--- src/rtl/dispatch_sequencer.sv ---
// dispatch_sequencer: buffers fetched instruction words and presents them to
// decode one micro-op per cycle. LDP/STP are cracked into two ordered uops,
// a dispatched HLT stops the front end, and a flush discards buffered work.
//
// Ports:
//   in_clk, in_rst_n        clock, synchronous active-low reset
//   in_flush                clears FIFO, cracking state and halt
//   in_fetch_valid/insnbits fetch offer; out_fetch_ready accepts it
//   out_dec_valid/insnbits  head micro-op to decode; out_dec_uop: 00 single,
//                           01 pair first half, 10 pair second half
//   in_dec_ready, in_stall  decode handshake and core stall
//   out_count, out_halted   FIFO occupancy and halt status
`ifndef INSNBITS_SIZE
`define INSNBITS_SIZE 32
`endif

module dispatch_sequencer #(
  parameter int unsigned DEPTH  = 4,
  parameter int unsigned INSN_W = `INSNBITS_SIZE
) (
  input  logic                       in_clk,
  input  logic                       in_rst_n,
  input  logic                       in_flush,
  input  logic                       in_fetch_valid,
  input  logic [INSN_W-1:0]          in_fetch_insnbits,
  output logic                       out_fetch_ready,
  output logic                       out_dec_valid,
  output logic [INSN_W-1:0]          out_dec_insnbits,
  output logic [1:0]                 out_dec_uop,
  input  logic                       in_dec_ready,
  input  logic                       in_stall,
  output logic [$clog2(DEPTH):0]     out_count,
  output logic                       out_halted
);

  localparam int unsigned PTR_W = $clog2(DEPTH);
  localparam int unsigned CNT_W = PTR_W + 1;

  typedef enum logic [1:0] {ST_RUN, ST_PAIR2, ST_HALT} state_e;

  state_e              state_q, state_d;
  logic [PTR_W-1:0]    head_q, head_d;
  logic [PTR_W-1:0]    tail_q, tail_d;
  logic [CNT_W-1:0]    count_q, count_d;
  logic [INSN_W-1:0]   mem_q [DEPTH];
  logic [INSN_W-1:0]   mem_d [DEPTH];

  logic                not_empty;
  logic                halted;
  logic [INSN_W-1:0]   head_word;
  logic                head_pair;
  logic                head_hlt;
  logic                push;
  logic                fire;
  logic                pop;

  // Head decode: paired memory ops crack, HLT stops the front end
  always_comb begin
    head_word = mem_q[head_q];
    head_pair = (head_word[31:22] == 10'b10_1010_0011) ||
                (head_word[31:22] == 10'b10_1010_0100);
    head_hlt  = (head_word[31:21] == 11'b110_1010_0010) &&
                (head_word[4:0] == 5'd0);
  end

  // Handshake outputs depend only on registered state plus stall/reset
  always_comb begin
    not_empty       = (count_q != CNT_W'(0));
    halted          = (state_q == ST_HALT);
    out_dec_valid   = not_empty & ~halted & ~in_stall & in_rst_n;
    out_fetch_ready = in_rst_n & ~halted & (count_q < CNT_W'(DEPTH));
    out_count       = count_q;
    out_halted      = halted;
    out_dec_insnbits = '0;
    out_dec_uop      = 2'b00;
    if (not_empty && in_rst_n) begin
      out_dec_insnbits = head_word;
      if (state_q == ST_PAIR2)                out_dec_uop = 2'b10;
      else if (state_q == ST_RUN && head_pair) out_dec_uop = 2'b01;
    end
  end

  // Next state: FIFO pointers/occupancy and cracking FSM; flush wins
  always_comb begin
    push    = in_fetch_valid & out_fetch_ready;
    fire    = out_dec_valid & in_dec_ready & ~in_stall;
    // First half of a pair leaves the word at the head for the second half
    pop     = fire & ((state_q == ST_PAIR2) || (state_q == ST_RUN && !head_pair));
    state_d = state_q;
    head_d  = head_q;
    tail_d  = tail_q;
    count_d = count_q;
    mem_d   = mem_q;

    if (push) begin
      mem_d[tail_q] = in_fetch_insnbits;
      tail_d        = tail_q + PTR_W'(1);
    end
    if (pop) head_d = head_q + PTR_W'(1);
    case ({push, pop})
      2'b10:   count_d = count_q + CNT_W'(1);
      2'b01:   count_d = count_q - CNT_W'(1);
      default: count_d = count_q;
    endcase

    case (state_q)
      ST_RUN: begin
        if (fire) begin
          if (head_pair)     state_d = ST_PAIR2;
          else if (head_hlt) state_d = ST_HALT;
        end
      end
      ST_PAIR2: if (fire) state_d = ST_RUN;
      ST_HALT:  state_d = ST_HALT;
      default:  state_d = ST_RUN;
    endcase

    if (in_flush) begin
      state_d = ST_RUN;
      head_d  = '0;
      tail_d  = '0;
      count_d = '0;
    end
  end

  // State registers with synchronous reset
  always_ff @(posedge in_clk) begin
    if (!in_rst_n) begin
      state_q <= ST_RUN;
      head_q  <= '0;
      tail_q  <= '0;
      count_q <= '0;
      for (int i = 0; i < int'(DEPTH); i++) mem_q[i] <= '0;
    end else begin
      state_q <= state_d;
      head_q  <= head_d;
      tail_q  <= tail_d;
      count_q <= count_d;
      mem_q   <= mem_d;
    end
  end

endmodule
--- config.mk ---
export PLATFORM = sky130hd
export DESIGN_NAME = dispatch_sequencer
export DESIGN_NICKNAME = d
export VERILOG_FILES = /design/src/rtl/dispatch_sequencer.sv
export SDC_FILE = /design/constraint.sdc
export NUM_CORES = 1
export LEC_CHECK = 0
export ABC_CLOCK_PERIOD_IN_PS = 6700
export BUFFER_PORTS_ARGS = -buffer_cell sky130_fd_sc_hd__buf_2
export CAP_MARGIN = 20
export CELL_PAD_IN_SITES_DETAIL_PLACEMENT = 0
export CELL_PAD_IN_SITES_GLOBAL_PLACEMENT = 1
export CORE_MARGIN = 1
export CORE_UTILIZATION = 30
export CTS_BUF_LIST = sky130_fd_sc_hd__clkbuf_8
export CTS_CLUSTER_SIZE = 28
export DETAILED_ROUTE_END_ITERATION = 10
export GPL_ROUTABILITY_DRIVEN = 0
export HOLD_SLACK_MARGIN = 0.15
export PLACE_DENSITY_LB_ADDON = 0.1
export RECOVER_POWER = 25
export SETUP_SLACK_MARGIN = 0.1
export SLEW_MARGIN = 30
export SYNTH_ARGS = -nofsm -noshare
export SYNTH_HDL_FRONTEND = slang
export SYNTH_SLANG_ARGS = --single-unit
export TNS_END_PERCENT = 10
--- constraint.sdc ---
create_clock -name in_clk -period 6.7 [get_ports in_clk]
set_clock_uncertainty 0.15 [all_clocks]
set_input_delay 0.67 -clock in_clk [delete_from_list [all_inputs] [get_ports in_clk]]
set_output_delay 0.67 -clock in_clk [all_outputs]
set_load 0.1 [all_outputs]
Word-level counts from Yosys, hierarchy flattened. Index checks and enable logic that the tools add are counted.

Flip-flop bits (word level): 137. Input bits: 38. Output and inout bits: 40. Word-level logic and storage cells: 70.

Add/subtract/negate cells: 4. Order comparisons: 4. Equality and inequality tests: 10. Multiplexer cells: 16. Bitwise logic cells: 14. Reductions and logical operators: 14.

Operators with widths (number): $bwmux W128 (1); $mux W32 (4); $bmux W32 S2 (1); $demux W32 S2 (1); $eq A10 B10 Y1 const B (2); $mux W2 (6); $eq A11 B11 Y1 const B (1); $and A1 B1 Y1 (9); $ge A3 B3 Y1 const B (2); $not A2 Y3 (2); $pmux W2 S3 (1); $pmux W3 S2 (1); $logic_and A1 B1 Y1 (5); $logic_not A5 Y1 (1); $add A2 B1 Y2 const B (2); $eq A2 B1 Y1 const B (2); $eq A2 B2 Y1 const B (2); $ne A2 B2 Y1 const B (2); $add A3 B1 Y3 const B (1); $lt A3 B1 Y1 const B (1); $lt A3 B3 Y1 const B (1); $ne A3 B3 Y1 const B (1); $not A1 Y1 (3); $reduce_and A3 Y1 (1); other kinds (8) (9).

Depth between registers and ports, before layout. Gate-level depths: netlist of run 1.

Depth after elaboration: 12. Gate-level depth with buffers: 12. Gate-level depth less buffers: 10.

Worst setup path after synthesis of run 1. OpenSTA, ideal clock, no wires.

Path kind: register -> output. From: register count_q[2] (netlist: out_count[2]). To: output port out_dec_valid. Data arrival time: 3463 ps. Data required time: 5880 ps. Setup slack: 2417 ps. Stages on the path, launching flop included: 3. Path buffers: 0. Cell sequence: dfxtp_1 > o31ai_1 > nor3_1.

Word-level cells in the longest chain between the ends: 4.

Ends and longest elaborated chain: start: declaration (line 44) `logic [CNT_W-1:0] count_q, count_d;`; start signal: assignment (line 138) `count_q <= count_d;`; $reduce_bool A3 Y1 (line 68) `not_empty = (count_q != CNT_W'(0));`; $and A1 B1 Y1 (3 in a row) (line 70) `out_dec_valid = not_empty & ~halted & ~in_stall & in_rst_n;`; end: declaration (line 27) `output logic out_dec_valid,`.

No other way between the ends.

Final worst setup path of run 1.
From: input port in_rst_n. To: register mem_q[45] (netlist name).

Word-level cells in the longest chain between the ends: 3.

Ends and longest elaborated chain: start: declaration (line 22) `input logic in_rst_n,`; $and A1 B1 Y1 (2 in a row) (line 71) `out_fetch_ready = in_rst_n & ~halted & (count_q < CNT_W'(DEPTH));`; $and A1 B1 Y1 (line 85) `push = in_fetch_valid & out_fetch_ready;`; end signal: assignment (line 139) `mem_q <= mem_d;`; end: declaration (line 45) `logic [INSN_W-1:0] mem_q [DEPTH];`.

Parallel ways exist; a longest one is shown, timed or not. A chain may end at the register's enable or synchronous reset.

==> results of run 1 <==
-- per-layer routing --
metal | GRT usage (%) | up-vias | share of wire, %
li1 | - | 2473 | -
met1 | 23.0 | 2474 | 46
met2 | 30.3 | 82 | 49
met3 | 4.26 | 11 | 4.4
met4 | 3.71 | 0 | 0.62
met5 | 0 | - | 0
-- registers in the layout, summed over array words and instances (netlist names) --
| name | flops |
|---|---|
| state_q | 2 |
| out_count | 3 |
| mem_q | 128 |
| head_q | 2 |
| tail_q | 2 |
-- area by class of cell --
type | count | share of cell area, %
antenna | 1 | 0.0346
clock buffer | 18 | 3.43
clock inverter | 14 | 1.30
inverter | 7 | 0.363
multi-input combinational | 512 | 46.1
sequential | 137 | 38.0
tap | 270 | 4.67
timing repair buffer | 85 | 6.09
-- tightest hold or removal path, cell delays in order (launching register included) --
cell and delay (ps):
dfxtp_1 310, nand2_1 40, a21boi_0 60
-- power breakdown --
group          switching [mW]  internal, mW  leakage [nW]  total (mW)
Clock                   0.315         0.292         0.194       0.606
Sequential            0.00626         0.825          1.11       0.832
Combinational          0.0667        0.0404          1.24       0.107
Total                   0.388          1.16          2.54        1.55
-- cell usage after synthesis (2+ instances only) --
cell type	n	area (um^2)
nor2b_1	2	12.5
mux4_1	8	210
a21oi_1	5	25.0
nand3_1	2	10.0
inv_1	7	26.3
or3_1	2	12.5
nor3b_1	2	15.0
nand2b_1	2	12.5
nand2_1	262	983
and3_1	2	12.5
ha_1	5	62.6
nor4bb_1	2	20.0
dfxtp_1	137	2740
o21ai_0	3	15.0
a21boi_0	128	961
xor2_1	2	17.5
buf_2	15	75.1
nor2_1	9	33.8
nor4b_1	3	26.3
clkbuf_1	38	143
and2_1	38	238
mux4_2	24	541
-- cell families after synthesis --
group	synth area share (%)
xor+xnor	0.414
buf+inv	4.34
flops	43.2
compound gates	16.3
simple gates	22.3
mux	12.2
fa+ha+maj	1.30
-- stage by stage --
stage               area, um^2  hold WS (ps)
floorplan                 6350           289
global placement          6890           299
detailed placement        6890           308
CTS                       7240           319
global route              7230           328
finish                    7230           314
-- path summary, 6_finish.rpt --
kind / slack [ps] / to / from
worst min-delay path: 310 / mem_q[3] / mem_q[3]
worst max-delay path: 2520 / mem_q[45] / in_rst_n
worst max register to register: 2860 / out_count[2] / head_q[0]
worst min register to register: 310 / mem_q[3] / mem_q[3]
==> run_results.csv, run 1 <==
group,metric,value,unit
clock_network,cts_tree,"built",
critical_path,cp_num_buf_inv,2,
clock_network,clkSinkCount,137,
finish,final_nets,804,
critical_path,crit_cells,6,
critical_path,cp_top_family,"simple AND/OR/NAND/NOR gates",
die,start_util,31.0,%
clock_network,insertion_delay,440,ps
synthesis,ys_types,35,
finish,nFillCells,2172,
critical_path,critPathRequiredTime,6920,ps
finish,fin_cells,1044,
critical_path,worst_path_max_delay_cell,"and2_0",
timing,slew-limit-headroom,-62.4,%
clock_network,postCtsSetupRepairBufs,0,
finish,most-common-layout-cells,"260 x nand2_1, 135 x dfxtp_1, 128 x a21boi_0",
die,core-area,20500,um^2
drt,wirelength,18.5,mm
worst_hold_path,worst_hold_path.num_cells,2,
timing,finalSetupViolCount,0,
finish,layout_commonest_cell,"nand2_1",
critical_path,rr_worst_depth,11,
clock_network,ctsResizeCount,0,
clock_network,cts_buffers,17,
timing,fin_tns_setup,0,ps
place,place_hpwl,10.9,mm
outcome,violations,"max-capacitance violations, max-slew violations",
job,drv_cap,2,
die,rows,52,
critical_path,worstPathCellList,"clkbuf_1 -> nor4bb_1 -> clkbuf_1 -> and2_0 -> nand2_1 -> a21boi_0",
place,place_ws,2670,ps
timing,worstMarginPinSlew,2430,ps
grt,grtUsageTotal,17.8,%
drt,ant_nets,0,
critical_path,worst-setup-path-type,"input pin to flip-flop",
finish,drive_above_1_share,17.9,%
timing,timing.fmax,239,MHz
grt,grt_overflow_total,0,
synthesis,yosys_warnings,0,
synthesis,syn_area,6350,um^2
place,dp.cells,1011,
critical_path,critPathLaunchType,"input pin",
timing,maxSlewViolCount,66,
clock_network,clock_path_buffers,2,
die,fp.dieW,147,um
place,port-buffer-count,77,
synthesis,synth_ff_type,"dfxtp_1",
synthesis,syn_nets,755,
drt,drc_errors,0,
finish,seqCellArea,2750,um^2
synthesis,synth-edff-count,0,
worst_hold_path,worstHoldPathType,"flip-flop to flip-flop",
clock_network,root_buffer,"clkbuf_8",
pwr,irDropWorstVdd,0.116,mV
finish,final_core_util,35.3,%
finish,area_growth,13.9,%
critical_path,cp_max_fo,32,
critical_path,cpMostUsedCell,"clkbuf_1",
drt,vias,5040,
grt,first_global_vias,5010,
drt,drt-vias-per-instance,4.83,
die,die_y,147,um
pwr,power,1.55,mW
synthesis,ys_ff_latch,137,
timing,rsz0062_at_grt,"false",
grt,grt_pass1_wl,29.2,mm
synthesis,ys_seq_area_share,43.2,%
grt,grt_max_degree,108,
die,dieArea,21700,um^2
critical_path,arrival,4410,ps
synthesis,ys_async_sr_fraction,0,%
clock_network,cts_max_level,4,
grt,antenna_found_initial,1,
synthesis,syn_area_per_cell,8.93,um^2
pwr,power_density,214,nW/um^2
pwr,p_leak,2.54,nW
drt,first_pass_iters,4,
timing,hold_violations,0,
clock_network,cts_hold_buf,0,
finish,multi_input_area,3340,um^2
critical_path,crit_path_max_incr_delay,1850,ps
clock_network,clkTransAtPathRegs,80,ps
timing,fin_crit,4180,ps
critical_path,cp-end-kind,"flip-flop",
outcome,outcome,"finished with violations",
drt,post_drt_wl_per_cell,17.7,um
timing,setup_slack,2520,ps
drt,first_iter_violations,233,
timing,fin_crit_sh,62.4,%
synthesis,syn_inst,711,
die,io_pins,78,
Power figures use the tool's default switching activity.
==> inputs of run 2 (changes only) <==
--- a/config.mk
+++ b/config.mk
@@ -5,7 +5,7 @@
 export SDC_FILE = /design/constraint.sdc
 export NUM_CORES = 1
 export LEC_CHECK = 0
-export ABC_CLOCK_PERIOD_IN_PS = 6700
+export ABC_CLOCK_PERIOD_IN_PS = 4000
 export BUFFER_PORTS_ARGS = -buffer_cell sky130_fd_sc_hd__buf_2
 export CAP_MARGIN = 20
 export CELL_PAD_IN_SITES_DETAIL_PLACEMENT = 0
==> constraint.sdc (replaced) <==
create_clock -name in_clk -period 4 [get_ports in_clk]
set_clock_uncertainty 0.15 [all_clocks]
set_input_delay 0.4 -clock in_clk [delete_from_list [all_inputs] [get_ports in_clk]]
set_output_delay 0.4 -clock in_clk [all_outputs]
set_load 0.1 [all_outputs]
==> run_results.csv, run 2 (synthesis results as in run 1) <==
group,metric,value,unit
die,die_y,147,um
pwr,irDropWorstVdd,0.215,mV
die,fp.dieW,147,um
drt,post_drt_wl_per_cell,16.9,um
clock_network,insertion_delay,450,ps
clock_network,cts_max_level,4,
finish,largest-register,"mem_q",
clock_network,cts_hold_buf,33,
critical_path,r2r_start,"state_q[1]",
place,port-buffer-count,77,
critical_path,critPathLaunchType,"flip-flop",
clock_network,clkSinkCount,137,
die,core-area,20500,um^2
drt,drt-vias-per-instance,4.80,
grt,grtUsageTotal,17.9,%
critical_path,r2r_slack,460,ps
drt,drc_errors,0,
timing,maxSlewViolCount,0,
drt,vias,5212,
grt,antenna_found_initial,1,
drt,first_pass_iters,4,
grt,grt_overflow_total,0,
finish,layout_commonest_cell,"nand2_1",
finish,nFillCells,2096,
timing,timing.fmax,276,MHz
pwr,p_leak,2.87,nW
pwr,power_density,342,nW/um^2
drt,first_iter_violations,191,
worst_hold_path,worst_hold_path.num_cells,4,
grt,grt_pass1_wl,29.6,mm
finish,final_core_util,40.1,%
critical_path,critPathRequiredTime,3450,ps
finish,drive_above_1_share,18.3,%
die,start_util,31.0,%
finish,final_nets,847,
critical_path,cp_max_fo,13,
timing,fin_tns_setup,0,ps
clock_network,root_buffer,"clkbuf_8",
outcome,outcome,"complete, no violations",
critical_path,reg2reg_to,"mem_q[120]",
place,place_hpwl,11.8,mm
clock_network,ctsResizeCount,0,
timing,worstMarginPinSlew,1340,ps
finish,multi_input_area,3330,um^2
worst_hold_path,hold_start,"in_dec_ready",
critical_path,rr_worst_depth,7,
worst_hold_path,hold-path-endpoint,"state_q[0]",
drt,wirelength,18.4,mm
timing,finalSetupViolCount,0,
critical_path,worst-setup-path-type,"flip-flop to output pin",
finish,largest_reg_flops,128,
grt,first_global_vias,5418,
critical_path,cp-end-kind,"output pin",
finish,area_growth,29.4,%
worst_hold_path,worstHoldPathType,"input pin to flip-flop",
clock_network,cts_tree,"built",
finish,most-common-layout-cells,"262 x nand2_1, 132 x dfxtp_1, 128 x a21boi_0",
finish,num_antenna_cells,0,
clock_network,postCtsSetupRepairBufs,0,
timing,fin_crit_sh,90.5,%
timing,rsz0062_at_grt,"false",
die,rows,52,
timing,fin_crit,3620,ps
job,drv_cap,0,
critical_path,arrival,3070,ps
clock_network,clock_path_buffers,2,
finish,seqCellArea,2750,um^2
timing,slew-limit-headroom,10.3,%
clock_network,cts_buffers,17,
grt,grt_max_degree,70,
die,dieArea,21700,um^2
die,io_pins,78,
drt,ant_nets,0,
clock_network,clkTransAtPathRegs,80,ps
timing,hold_violations,0,
[run 2: cell count changes in the layout (fill, tap and decap cells not counted), moves of 3 or more]
cell / change
clkinv_2: -3
dlygate4sd3_1: +33
dfxtp_1: -3
dfxtp_2: +3
inv_1: -5
buf_4: +7
dlymetal6s2s_1: +3
buf_12: +33
clkinv_4: +3
buf_2: -32
[run 2: layout make-up]
cell class	instances	share of cell area (%)
clock buffer	20	3.35
clock inverter	11	1.78
inverter	7	0.320
multi-input combinational	512	40.5
sequential	137	33.5
tap	270	4.11
timing repair buffer	128	16.4
[run 2: power by group]
| part | internal (mW) | total (mW) | leakage, nW | switching (mW) |
|---|---|---|---|---|
| Clock | 0.662 | 1.21 | 0.211 | 0.545 |
| Combinational | 0.0943 | 0.211 | 1.55 | 0.117 |
| Sequential | 1.38 | 1.39 | 1.11 | 0.0104 |
| Total | 2.14 | 2.81 | 2.87 | 0.672 |
[run 2: metal layers]
layer	vias to the layer above	GRT usage [%]	part of all wire, %
met5	-	0	0.071
met4	2	4.85	1.1
met3	17	4.07	4.4
met2	127	30.0	48
met1	2509	23.1	46
li1	2557	-	-
[run 2: stage by stage]
stage / instances / worst slack [ps] / hold slack, ps / instance area (um^2) / total power, mW
after floorplan: 711 / 247 / 289 / 6350 / 1.53
after global placement: 1021 / 549 / 296 / 7490 / 1.61
after detailed placement: 1021 / 495 / 304 / 7490 / 1.62
after CTS: 1085 / 286 / 213 / 8250 / 2.85
after global routing: 1085 / 131 / 249 / 8210 / 2.93
final: 1085 / 380 / 235 / 8210 / 2.81
[run 2: how the worst max path moves through the flow]
stage | start | end | slack, ps | cells after the start
global route | state_q[1] | mem_q[53] | 130 | 7
finish | head_q[0] | out_dec_uop[0] | 380 | 6
detailed placement | head_q[0] | out_count[2] | 500 | 10
floorplan | state_q[1] | out_fetch_ready | 250 | 2
CTS | head_q[0] | out_dec_uop[0] | 290 | 6
global placement | head_q[0] | out_count[2] | 550 | 10
[run 2: worst max-delay path, stage by stage (launching register included)]
cell	delay (ps)
dfxtp_2	600
buf_4	300
mux4_2	550
nor3b_1	260
and4b_4	330
and2_1	150
buf_2	420
==> inputs of run 3 (changes only) <==
--- a/config.mk
+++ b/config.mk
@@ -5,8 +5,8 @@
 export SDC_FILE = /design/constraint.sdc
 export NUM_CORES = 1
 export LEC_CHECK = 0
+export ABC_AREA = 1
 export ABC_CLOCK_PERIOD_IN_PS = 4000
-export BUFFER_PORTS_ARGS = -buffer_cell sky130_fd_sc_hd__buf_2
 export CAP_MARGIN = 20
 export CELL_PAD_IN_SITES_DETAIL_PLACEMENT = 0
 export CELL_PAD_IN_SITES_GLOBAL_PLACEMENT = 1
@@ -15,6 +15,7 @@
 export CTS_BUF_LIST = sky130_fd_sc_hd__clkbuf_8
 export CTS_CLUSTER_SIZE = 28
 export DETAILED_ROUTE_END_ITERATION = 10
+export DONT_BUFFER_PORTS = 1
 export GPL_ROUTABILITY_DRIVEN = 0
 export HOLD_SLACK_MARGIN = 0.15
 export PLACE_DENSITY_LB_ADDON = 0.1
==> run_results.csv, run 3 <==
group,metric,value,unit
outcome,outcome,"complete, no violations",
synthesis,ys_top_cells_by_count,"332 x nor2_1, 159 x o21ai_0, 137 x dfxtp_1, 102 x nand2_1, 36 x nand3_1",
clock_network,cts_tree,"built",
die,rows,52,
finish,final_core_util,37.2,%
critical_path,crit_path_max_incr_delay,1060,ps
die,io_pins,78,
timing,maxSlewViolCount,0,
die,fp.dieW,146,um
timing,hold_slack,248,ps
critical_path,cp_max_fo,34,
synthesis,syn_inst,924,
timing,worstMarginPinSlew,1440,ps
timing,finalSetupViolCount,0,
place,place_ws,793,ps
grt,grt_max_degree,130,
synthesis,synth_ff_type,"dfxtp_1",
critical_path,reg2reg_to,"mem_q[70]",
job,drv_cap,0,
drt,post_drt_wl_per_cell,16.3,um
place,place_area,6730,um^2
worst_hold_path,hold-path-endpoint,"state_q[1]",
place,dp.cells,1180,
grt,antenna_found_initial,0,
clock_network,postCtsSetupRepairBufs,0,
finish,finalInstanceArea,7530,um^2
die,core-area,20200,um^2
drt,drt-vias-per-instance,4.82,
synthesis,synthMuxAreaShare,0,%
finish,fin_cells,1249,
finish,final_nets,1011,
pwr,power,2.98,mW
timing,timing.fmax,286,MHz
synthesis,synthAdderAreaFrac,1.33,%
synthesis,synth-edff-count,0,
synthesis,syn_area,6190,um^2
synthesis,yosysMostFrequentCell,"nor2_1",
timing,fin_crit_sh,87.5,%
synthesis,syn_nets,968,
synthesis,synth-xor-area-share,0,%
critical_path,r2r_slack,500,ps
synthesis,synth-compound-area-share,16.6,%
pwr,irDropWorstVdd,0.178,mV
timing,slew-limit-headroom,4.10,%
drt,first_iter_violations,265,
critical_path,worstPathCellList,"inv_1 -> nor2_1 -> clkbuf_1 -> nor3_4 -> nand2_4 -> inv_1 -> nand2_1 -> buf_4 -> o21ai_0 -> dlygate4sd3_1 -> nor2_1",
synthesis,yosys.area.top_type,"dfxtp_1",
synthesis,yosys_warnings,0,
synthesis,netlist.area_leader.share,44.3,%
timing,setup_slack,500,ps
critical_path,cp_num_buf_inv,5,
clock_network,clkSinkCount,137,
synthesis,yosys.area_share.simple,31.3,%
drt,wirelength,20.4,mm
finish,largest_reg_flops,128,
synthesis,ys_seq_area_share,44.3,%
critical_path,rr_worst_depth,11,
synthesis,ys_ff_latch,137,
pwr,power_density,396,nW/um^2
timing,rsz0062_at_grt,"false",
critical_path,worst-setup-path-type,"flip-flop to flip-flop",
worst_hold_path,hold_start,"in_stall",
finish,layout_commonest_cell,"nor2_1",
place,place_hpwl,11.3,mm
drt,ant_nets,0,
grt,first_global_vias,5702,
synthesis,syn_area_per_cell,6.70,um^2
critical_path,r2r_start,"state_q[1]",
critical_path,arrival,3740,ps
critical_path,cp-end-kind,"flip-flop",
timing,fin_tns_setup,0,ps
worst_hold_path,worstHoldPathType,"input pin to flip-flop",
clock_network,ctsResizeCount,0,
worst_hold_path,worst_hold_path.num_cells,5,
grt,grt_overflow_total,0,
finish,nFillCells,2155,
synthesis,ys_types,27,
grt,grt_pass1_wl,32.3,mm
die,die_y,146,um
drt,vias,6020,
timing,fin_crit,3500,ps
critical_path,critPathRequiredTime,4240,ps
critical_path,worst_path_max_delay_cell,"clkbuf_1",
clock_network,insertion_delay,440,ps
pwr,p_leak,2.78,nW
place,port-buffer-count,0,
synthesis,ys_async_sr_fraction,0,%
finish,area_growth,21.8,%
clock_network,cts_buffers,17,
clock_network,clkTransAtPathRegs,90,ps
clock_network,root_buffer,"clkbuf_8",
timing,hold_violations,0,
critical_path,cp_top_family,"buffers and inverters",
drt,drc_errors,0,
drt,first_pass_iters,5,
finish,most-common-layout-cells,"317 x nor2_1, 165 x o21ai_0, 136 x dfxtp_1",
clock_network,cts_max_level,4,
die,start_util,30.6,%
critical_path,critPathLaunchType,"flip-flop",
synthesis,synth_top_family_by_area,"simple AND/OR/NAND/NOR gates",
clock_network,cts_hold_buf,38,
finish,drive_above_1_share,13.1,%
finish,largest-register,"mem_q",
die,dieArea,21200,um^2
grt,grtUsageTotal,19.8,%
clock_network,clock_path_buffers,2,
finish,num_antenna_cells,0,
synthesis,synthTopCellsByArea,"dfxtp_1 44%, nor2_1 20%, o21ai_0 13%, nand2_1 6.2%, nand3_1 2.9%",
[run 3: changes by cell type after synthesis, sizes merged, moves of 34 or more]
cell / delta
nand3: +34
nor2: +326
nand2: -152
a21boi: -127
and2: -37
o21ai: +163
[run 3: worst max-delay path by stage]
stage	start	end	cells past startpoint
after floorplan	out_count[2]	out_count[2]	11
after global placement	head_q[0]	out_count[2]	16
after detailed placement	head_q[0]	out_count[2]	16
after CTS	head_q[0]	out_dec_uop[0]	10
after global routing	state_q[1]	mem_q[70]	11
final	state_q[1]	mem_q[70]	11
[run 3: power breakdown]
| group | switching, mW | internal, mW | total [mW] |
|---|---|---|---|
| clock | 0.565 | 0.708 | 1.27 |
| combinational | 0.199 | 0.0939 | 0.293 |
| sequential | 0.0170 | 1.40 | 1.41 |
| total | 0.781 | 2.20 | 2.98 |
[run 3: layer usage]
metal | up-vias | wire [um] | track usage, %
met2 | 150 | 9600 | 33.6
met4 | 0 | 119 | 4.37
li1 | 3041 | - | -
met5 | - | 0 | 0
met3 | 5 | 1030 | 4.20
met1 | 2824 | 9660 | 25.7
[run 3: cell families after synthesis]
kind of cell / count (synthesis)
adder cells (fa/ha/maj): 6
AO/OA/AOI/OAI: 203
AND/OR/NAND/NOR: 488
buffers and inverters: 90
flip-flops: 137
[run 3: tightest hold or removal path, cell delays in order]
cell and delay, ps:
nor3_4 20, nand2_1 150, nand2_1 110, nand2_1 70, nor2_1 30
[run 3: layout make-up]
cell class / count / area (um^2) / area share [%]
sequential: 137 / 2740 / 36.4
tap: 270 / 338 / 4.48
timing repair buffer: 86 / 737 / 9.78
inverter: 28 / 105 / 1.39
clock buffer: 19 / 262 / 3.47
clock inverter: 12 / 174 / 2.31
multi-input combinational: 697 / 3180 / 42.1
